===== src/rtl/cpu_types_pkg.sv =====
// Shared types for the two-cache coherence bus: word type, cache count and controller states.
package cpu_types_pkg;

    localparam int CACHES = 2;
    localparam int WORD_W = 32;

    typedef logic [WORD_W-1:0] word_t;

    typedef enum logic [3:0] {
        IDLE,
        ARB,
        SNP1,
        SNP2,
        C2C0,
        C2C1,
        MEM0,
        MEM1,
        WB0,
        WB1
    } cohctrl_state_t;

    // Snoops are issued for the whole two-word block.
    function automatic word_t block_addr(input word_t addr);
        return {addr[WORD_W-1:3], 3'b000};
    endfunction

endpackage


===== src/rtl/rr_arbiter2.sv =====
// Two-way round-robin arbiter: a lone requester always wins, a tie goes to the cache named by ptr.
module rr_arbiter2 (
    input  logic       CLK,
    input  logic       nRST,
    input  logic [1:0] req,
    input  logic       done,
    output logic [1:0] grant,
    output logic       ptr
);

    // NOTE: flops are written with <= so every register samples pre-edge values, whatever the block order.
    always_ff @(posedge CLK or posedge nRST) begin
        if (nRST) begin
            ptr <= 1'b0;
        end else if (done) begin
            ptr <= ~ptr;
        end
    end

    // NOTE: grant takes a full default before any conditional write, so no latch can be inferred.
    always_comb begin
        grant = req;
        if (req == 2'b11) begin
            grant      = 2'b00;
            grant[ptr] = 1'b1;
        end
    end

endmodule


===== src/rtl/coherence_ctrl.sv =====
// Snooping coherence bus controller for two L1 data caches sharing one memory port.
// Reads snoop the peer cache and take a cache-to-cache transfer when the peer holds the block dirty.
module coherence_ctrl
    import cpu_types_pkg::*;
(
    input  logic              CLK,
    input  logic              nRST,
    input  logic [CACHES-1:0] dREN,
    input  logic [CACHES-1:0] dWEN,
    input  word_t             daddr       [CACHES-1:0],
    input  word_t             dstore      [CACHES-1:0],
    input  logic [CACHES-1:0] cctrans,
    input  logic [CACHES-1:0] ccwrite,
    output logic [CACHES-1:0] dwait,
    output word_t             dload       [CACHES-1:0],
    output logic [CACHES-1:0] ccwait,
    output logic [CACHES-1:0] ccinv,
    output word_t             ccsnoopaddr [CACHES-1:0],
    output logic              ramREN,
    output logic              ramWEN,
    output word_t             ramaddr,
    output word_t             ramstore,
    input  word_t             ramload,
    input  logic              ramwait
);

    cohctrl_state_t    state, next_state;
    logic              owner, snp, owner_active, snooping, txn_done, rr_ptr, inv_q;
    logic [CACHES-1:0] req, grant;
    word_t             snoop_addr_q;

    assign req          = cctrans & (dREN | dWEN);
    assign snp          = ~owner;
    assign owner_active = dREN[owner] | dWEN[owner];
    assign snooping     = state inside {SNP1, SNP2, C2C0, C2C1, MEM0, MEM1};
    assign txn_done     = (state != IDLE) && (next_state == IDLE);

    rr_arbiter2 u_arb (
        .CLK   (CLK),
        .nRST  (nRST),
        .req   (req),
        .done  (txn_done),
        .grant (grant),
        .ptr   (rr_ptr)
    );

    always_comb begin
        next_state = state;
        unique case (state)
            IDLE:    if (|grant) next_state = ARB;
            ARB:     next_state = dWEN[owner] ? WB0 : SNP1;
            SNP1:    next_state = SNP2;
            SNP2:    next_state = ccwrite[snp] ? C2C0 : MEM0;
            C2C0:    if (!ramwait) next_state = C2C1;
            C2C1:    if (!ramwait) next_state = IDLE;
            MEM0:    if (!ramwait) next_state = MEM1;
            MEM1:    if (!ramwait) next_state = IDLE;
            WB0:     if (!ramwait) next_state = WB1;
            WB1:     if (!ramwait) next_state = IDLE;
            default: next_state = IDLE;
        endcase
        // An owner that withdraws its request abandons the rest of the transaction.
        if (state != IDLE && !owner_active) next_state = IDLE;
    end

    always_ff @(posedge CLK or posedge nRST) begin
        if (nRST) begin
            state        <= IDLE;
            owner        <= 1'b0;
            inv_q        <= 1'b0;
            snoop_addr_q <= '0;
        end else begin
            state <= next_state;
            if (state == IDLE && |grant) owner <= grant[1];
            if (state == ARB) begin
                inv_q        <= ccwrite[owner];
                snoop_addr_q <= block_addr(daddr[owner]);
            end
        end
    end

    // Everything is combinational on state and inputs so a word completes in the ramwait=0 cycle.
    always_comb begin
        for (int i = 0; i < CACHES; i++) begin
            dwait[i]       = 1'b0;
            dload[i]       = '0;
            ccwait[i]      = 1'b0;
            ccinv[i]       = 1'b0;
            ccsnoopaddr[i] = '0;
        end
        ramREN   = 1'b0;
        ramWEN   = 1'b0;
        ramaddr  = '0;
        ramstore = '0;
        if (!nRST) begin
            dwait = dREN | dWEN;
            if (snooping) begin
                ccwait[snp]      = 1'b1;
                ccinv[snp]       = inv_q;
                ccsnoopaddr[snp] = snoop_addr_q;
            end
            if (owner_active) begin
                unique case (state)
                    WB0, WB1: begin
                        ramWEN       = 1'b1;
                        ramaddr      = daddr[owner];
                        ramstore     = dstore[owner];
                        dwait[owner] = ramwait;
                    end
                    MEM0, MEM1: begin
                        ramREN       = 1'b1;
                        ramaddr      = daddr[owner];
                        dload[owner] = ramload;
                        dwait[owner] = ramwait;
                    end
                    C2C0, C2C1: begin
                        ramWEN       = 1'b1;
                        ramaddr      = daddr[snp];
                        ramstore     = dstore[snp];
                        dload[owner] = dstore[snp];
                        dwait[owner] = ramwait;
                        dwait[snp]   = ramwait;
                    end
                    default: ;
                endcase
            end
        end
    end

    // A tied request in IDLE must hand the bus to the cache named by the round-robin pointer.
    assert property (@(posedge CLK) disable iff (nRST)
        (state == IDLE && req == 2'b11) |=> (owner == $past(rr_ptr)));

endmodule

===== config.mk =====
export PLATFORM = sky130hd
export DESIGN_NAME = coherence_ctrl
export DESIGN_NICKNAME = d
export VERILOG_FILES = /design/src/rtl/cpu_types_pkg.sv /design/src/rtl/rr_arbiter2.sv /design/src/rtl/coherence_ctrl.sv
export SDC_FILE = /design/constraint.sdc
export NUM_CORES = 1
export LEC_CHECK = 0
export BUFFER_PORTS_ARGS = -buffer_cell sky130_fd_sc_hd__buf_2
export CORE_AREA = 2 2 146 148
export DETAILED_ROUTE_END_ITERATION = 10
export DIE_AREA = 0 0 148 150
export PLACE_DENSITY = 0.58
export RECOVER_POWER = 100
export SLEW_MARGIN = 20
export SYNTH_ARGS = -nofsm -noshare
export SYNTH_HDL_FRONTEND = slang
export SYNTH_HIERARCHICAL = 1
export SYNTH_SLANG_ARGS = --single-unit

===== constraint.sdc =====
create_clock -name CLK -period 2.7 [get_ports CLK]
set_input_delay 0.54 -clock CLK [delete_from_list [all_inputs] [get_ports CLK]]
set_output_delay 0.54 -clock CLK [all_outputs]
set_load 0.05 [all_outputs]

==> flow_metrics.py <==
metrics = {
    "status": {
        "status": "finished, violations left",
        "violations": "setup timing",
    },
    "final_layout": {
        "fin_nets": 1209,
        "nFillCells": 2158,
        "design_area_um2": 8540,
        "drive_above_1_share_pct": 56.9,
        "post-route-util_pct": 41.3,
        "regArea_um2": 907,
        "syn2layout_area_growth_pct": 67.9,
        "multiInputGateArea_um2": 4400,
        "final_cells": 1317,
    },
    "setup_path": {
        "crit_type": "flop to primary output",
        "cp-start-kind": "flop",
        "cp_data_required_time_ns": 2.16,
        "crit_slowest_cell": "dfrtp_1",
        "path_buf_inv": 3,
        "crit_path_frequent_cell": "buf_4",
        "crit_arrival_ns": 2.16,
        "cp_top_family": "compound AO/OA/AOI/OAI gates",
        "cpPeakStageDelay_ns": 0.39,
        "cp-end-kind": "primary output",
        "crit_fanout": 32,
        "reg2reg_slack_ns": 0.44,
        "crit_path_cell_trace": "buf_4 > nor2b_2 > a21o_2 > clkbuf_16 > a221oi_2 > nor3_2 > buf_4",
    },
    "clock_network": {
        "numCtsBuffers": 5,
        "clk_latency_ns": 0.29,
        "clk_root_buffer_cell": "clkbuf_16",
        "htreeDepth": 2,
        "cts_tree": "built",
        "max-clock-path-buffers": 2,
        "clk_pin_slew_worst_paths_ns": 0.06,
        "cts.sinks": 36,
        "cts_hold_buf": 0,
    },
    "placed_design": {
        "hpwlAfterDp_um": 17300,
        "placed_cell_area_um2": 7800,
        "portBuffers": 364,
        "post-place-cells": 1293,
        "globalplace.congestion": 0.840,
    },
    "logic_synthesis": {
        "async_flop_share_pct": 100,
        "yosysTopAreaCellShare_pct": 22.0,
        "synth_cells": 705,
        "synth_compound_area_share_pct": 32.0,
        "avgSynthCellArea_um2": 7.21,
        "syn-cell-area_um2": 5080,
        "yosys_register_bits": 36,
        "ys.warnings.count": 6,
        "synth-main-ff-cell": "dfrtp_1",
        "synth_edf_count": 0,
        "synth_cell_types": 45,
        "synth_simple_gate_area_share_pct": 27.4,
        "ys_seq_area_share_pct": 17.7,
        "synth_xor_area_share_pct": 0.344,
        "ys_top_cells_by_area": "a221oi_1 (22%), dfrtp_1 (18%), mux2i_1 (13%)",
        "synth_area_leader_cell": "a221oi_1",
        "synth.area.mux_share_pct": 12.6,
        "synth_top_family_by_area": "compound AO/OA/AOI/OAI gates",
        "synth_fa_ha_area_share_pct": 0,
    },
    "floorplan": {
        "die_h_um": 150,
        "fp-row-count": 53,
        "pin_count": 371,
        "die_w_um": 148,
        "die-area_um2": 22200,
        "start_util_pct": 24.6,
        "core_um2": 20700,
    },
    "min_path": {
        "hp-class": "input pin to asynchronous set/reset pin",
    },
    "routing": {
        "drtPass1Iterations": 7,
        "drt-wirelength-per-cell_um": 18.6,
        "drc": 0,
        "ant_nets": 0,
        "via_count": 7077,
        "drtIter0Drc": 319,
        "viasPerCell": 5.37,
        "totalWireLength_um": 24400,
    },
    "global_route": {
        "grt_max_degree": 78,
        "antenna_found_initial": 4,
        "grt_remaining_overflow": 0,
        "grt_pass1_vias": 6309,
        "grt_pass1_wl_um": 33500,
        "grt_usage_pct": 18.8,
    },
    "sta": {
        "hold_viol_final": 0,
        "slew_violations": 0,
        "fin_setup_tns_ns": -0.0000833,
        "setup_violations": 1,
        "fmax_ghz": 0.370,
        "fin_ws_ns": -0.0000833,
        "worst_pin_slew_ns": 1.13,
        "rsz0062_at_grt": "yes",
        "period_needed_ns": 2.70,
        "slew_headroom_pct": 24.9,
        "clock_skew_ns": 0.00234,
        "fin_crit_sh_pct": 100,
    },
    "power": {
        "cellPowerDensity_nw_per_um2": 1060,
        "ir_worst_vdd_mv": 0.456,
        "p_leak_nw": 4.02,
    },
    "flow_run": {
        "drv_cap": 0,
    },
}
==> cells in the final DEF, fill, tap and decap left out, types with 3 or more instances in the layout <==
cell and count:
clkbuf_16 8, buf_4 86, mux2i_1 64, buf_12 12
nor2_2 63, a21oi_1 67, and2_1 53, diode_2 3
nor2_1 68, conb_1 6, nand2_1 4, nor3_2 63
a221oi_2 25, dfrtp_1 33, clkbuf_2 10, inv_1 3
buf_2 261, a221oi_1 104, o21ai_0 5, nand2b_1 3
buf_8 3, clkbuf_4 28, and2_0 8, buf_6 9
==> flip-flops by register name, summed over array words and instances (netlist names) <==
name          flops
inv_q             1
owner             1
snoop_addr_q     29
state             4
u_arb/ptr         1
==> metal layers <==
metal,GRT usage [%],wire length [um],vias up
li1,-,-,3343
met1,23.0,9650,3348
met2,32.1,12100,338
met3,4.27,1840,46
met4,7.19,810,2
met5,0,11,-
==> timing repair <==
item / in CTS / in global routing
buffers inserted: 0 / 7
pin swaps: 1 / 4
gates resized for setup: 82 / 79
cloned: 0 / 6
endpoints found under the setup margin: 146 / 128
==> cell type report <==
cell class	count	area share (%)
sequential	36	10.6
inverter	5	0.264
timing repair buffer	414	31.6
antenna	3	0.0879
clock inverter	2	0.410
tap	275	4.03
multi-input combinational	576	51.5
clock buffer	6	1.51
==> cells in the mapped netlist, types with 5 or more instances <==
master,count
nor3_1,65
a221oi_1,128
buf_6,5
clkbuf_1,37
and2_1,62
buf_1,7
buf_2,28
mux2i_1,64
a21oi_1,69
nand2_1,5
nor2_1,131
o21ai_0,5
dfrtp_1,36
buf_4,16
==> cells by family (layout without fill, tap and decap cells) <==
family,count (synthesis),after routing
XOR/XNOR,2,2
AO/OA/AOI/OAI,218,218
buffers and inverters,98,427
AND/OR/NAND/NOR,286,286
flip-flops,36,36
other,1,9
multiplexers,64,64
==> path summary, 6_finish.rpt <==
| check | start | end | cells past startpoint |
|---|---|---|---|
| setup / recovery | state[2] | ramaddr[3] | 7 |
| hold / removal | nRST | u_arb/ptr | 2 |
| setup reg to reg | state[2] | snoop_addr_q[24] | 6 |
| hold reg to reg | u_arb/ptr | u_arb/ptr | 1 |
| max in group asynchronous | nRST | owner | 3 |
| min in group CLK | u_arb/ptr | u_arb/ptr | 1 |
==> through the flow <==
stage / hold WS (ns) / power (mW) / setup WS, ns
after detailed placement: 0.479 / 7.85 / 0.136
after global placement: 0.476 / 7.81 / 0.124
final: 0.184 / 9.06 / -0.0000833
after floorplan: 0.269 / 6.16 / -0.0222
after global routing: 0.173 / 9.64 / -0.0878
after CTS: 0.170 / 8.77 / -0.00334
==> power breakdown <==
part | switching [mW] | internal (mW) | leakage (nW)
Combinational | 4.80 | 2.55 | 3.54
Clock | 0.237 | 0.435 | 0.0809
Sequential | 0.239 | 0.805 | 0.395
(Power assumes the default switching activity.)
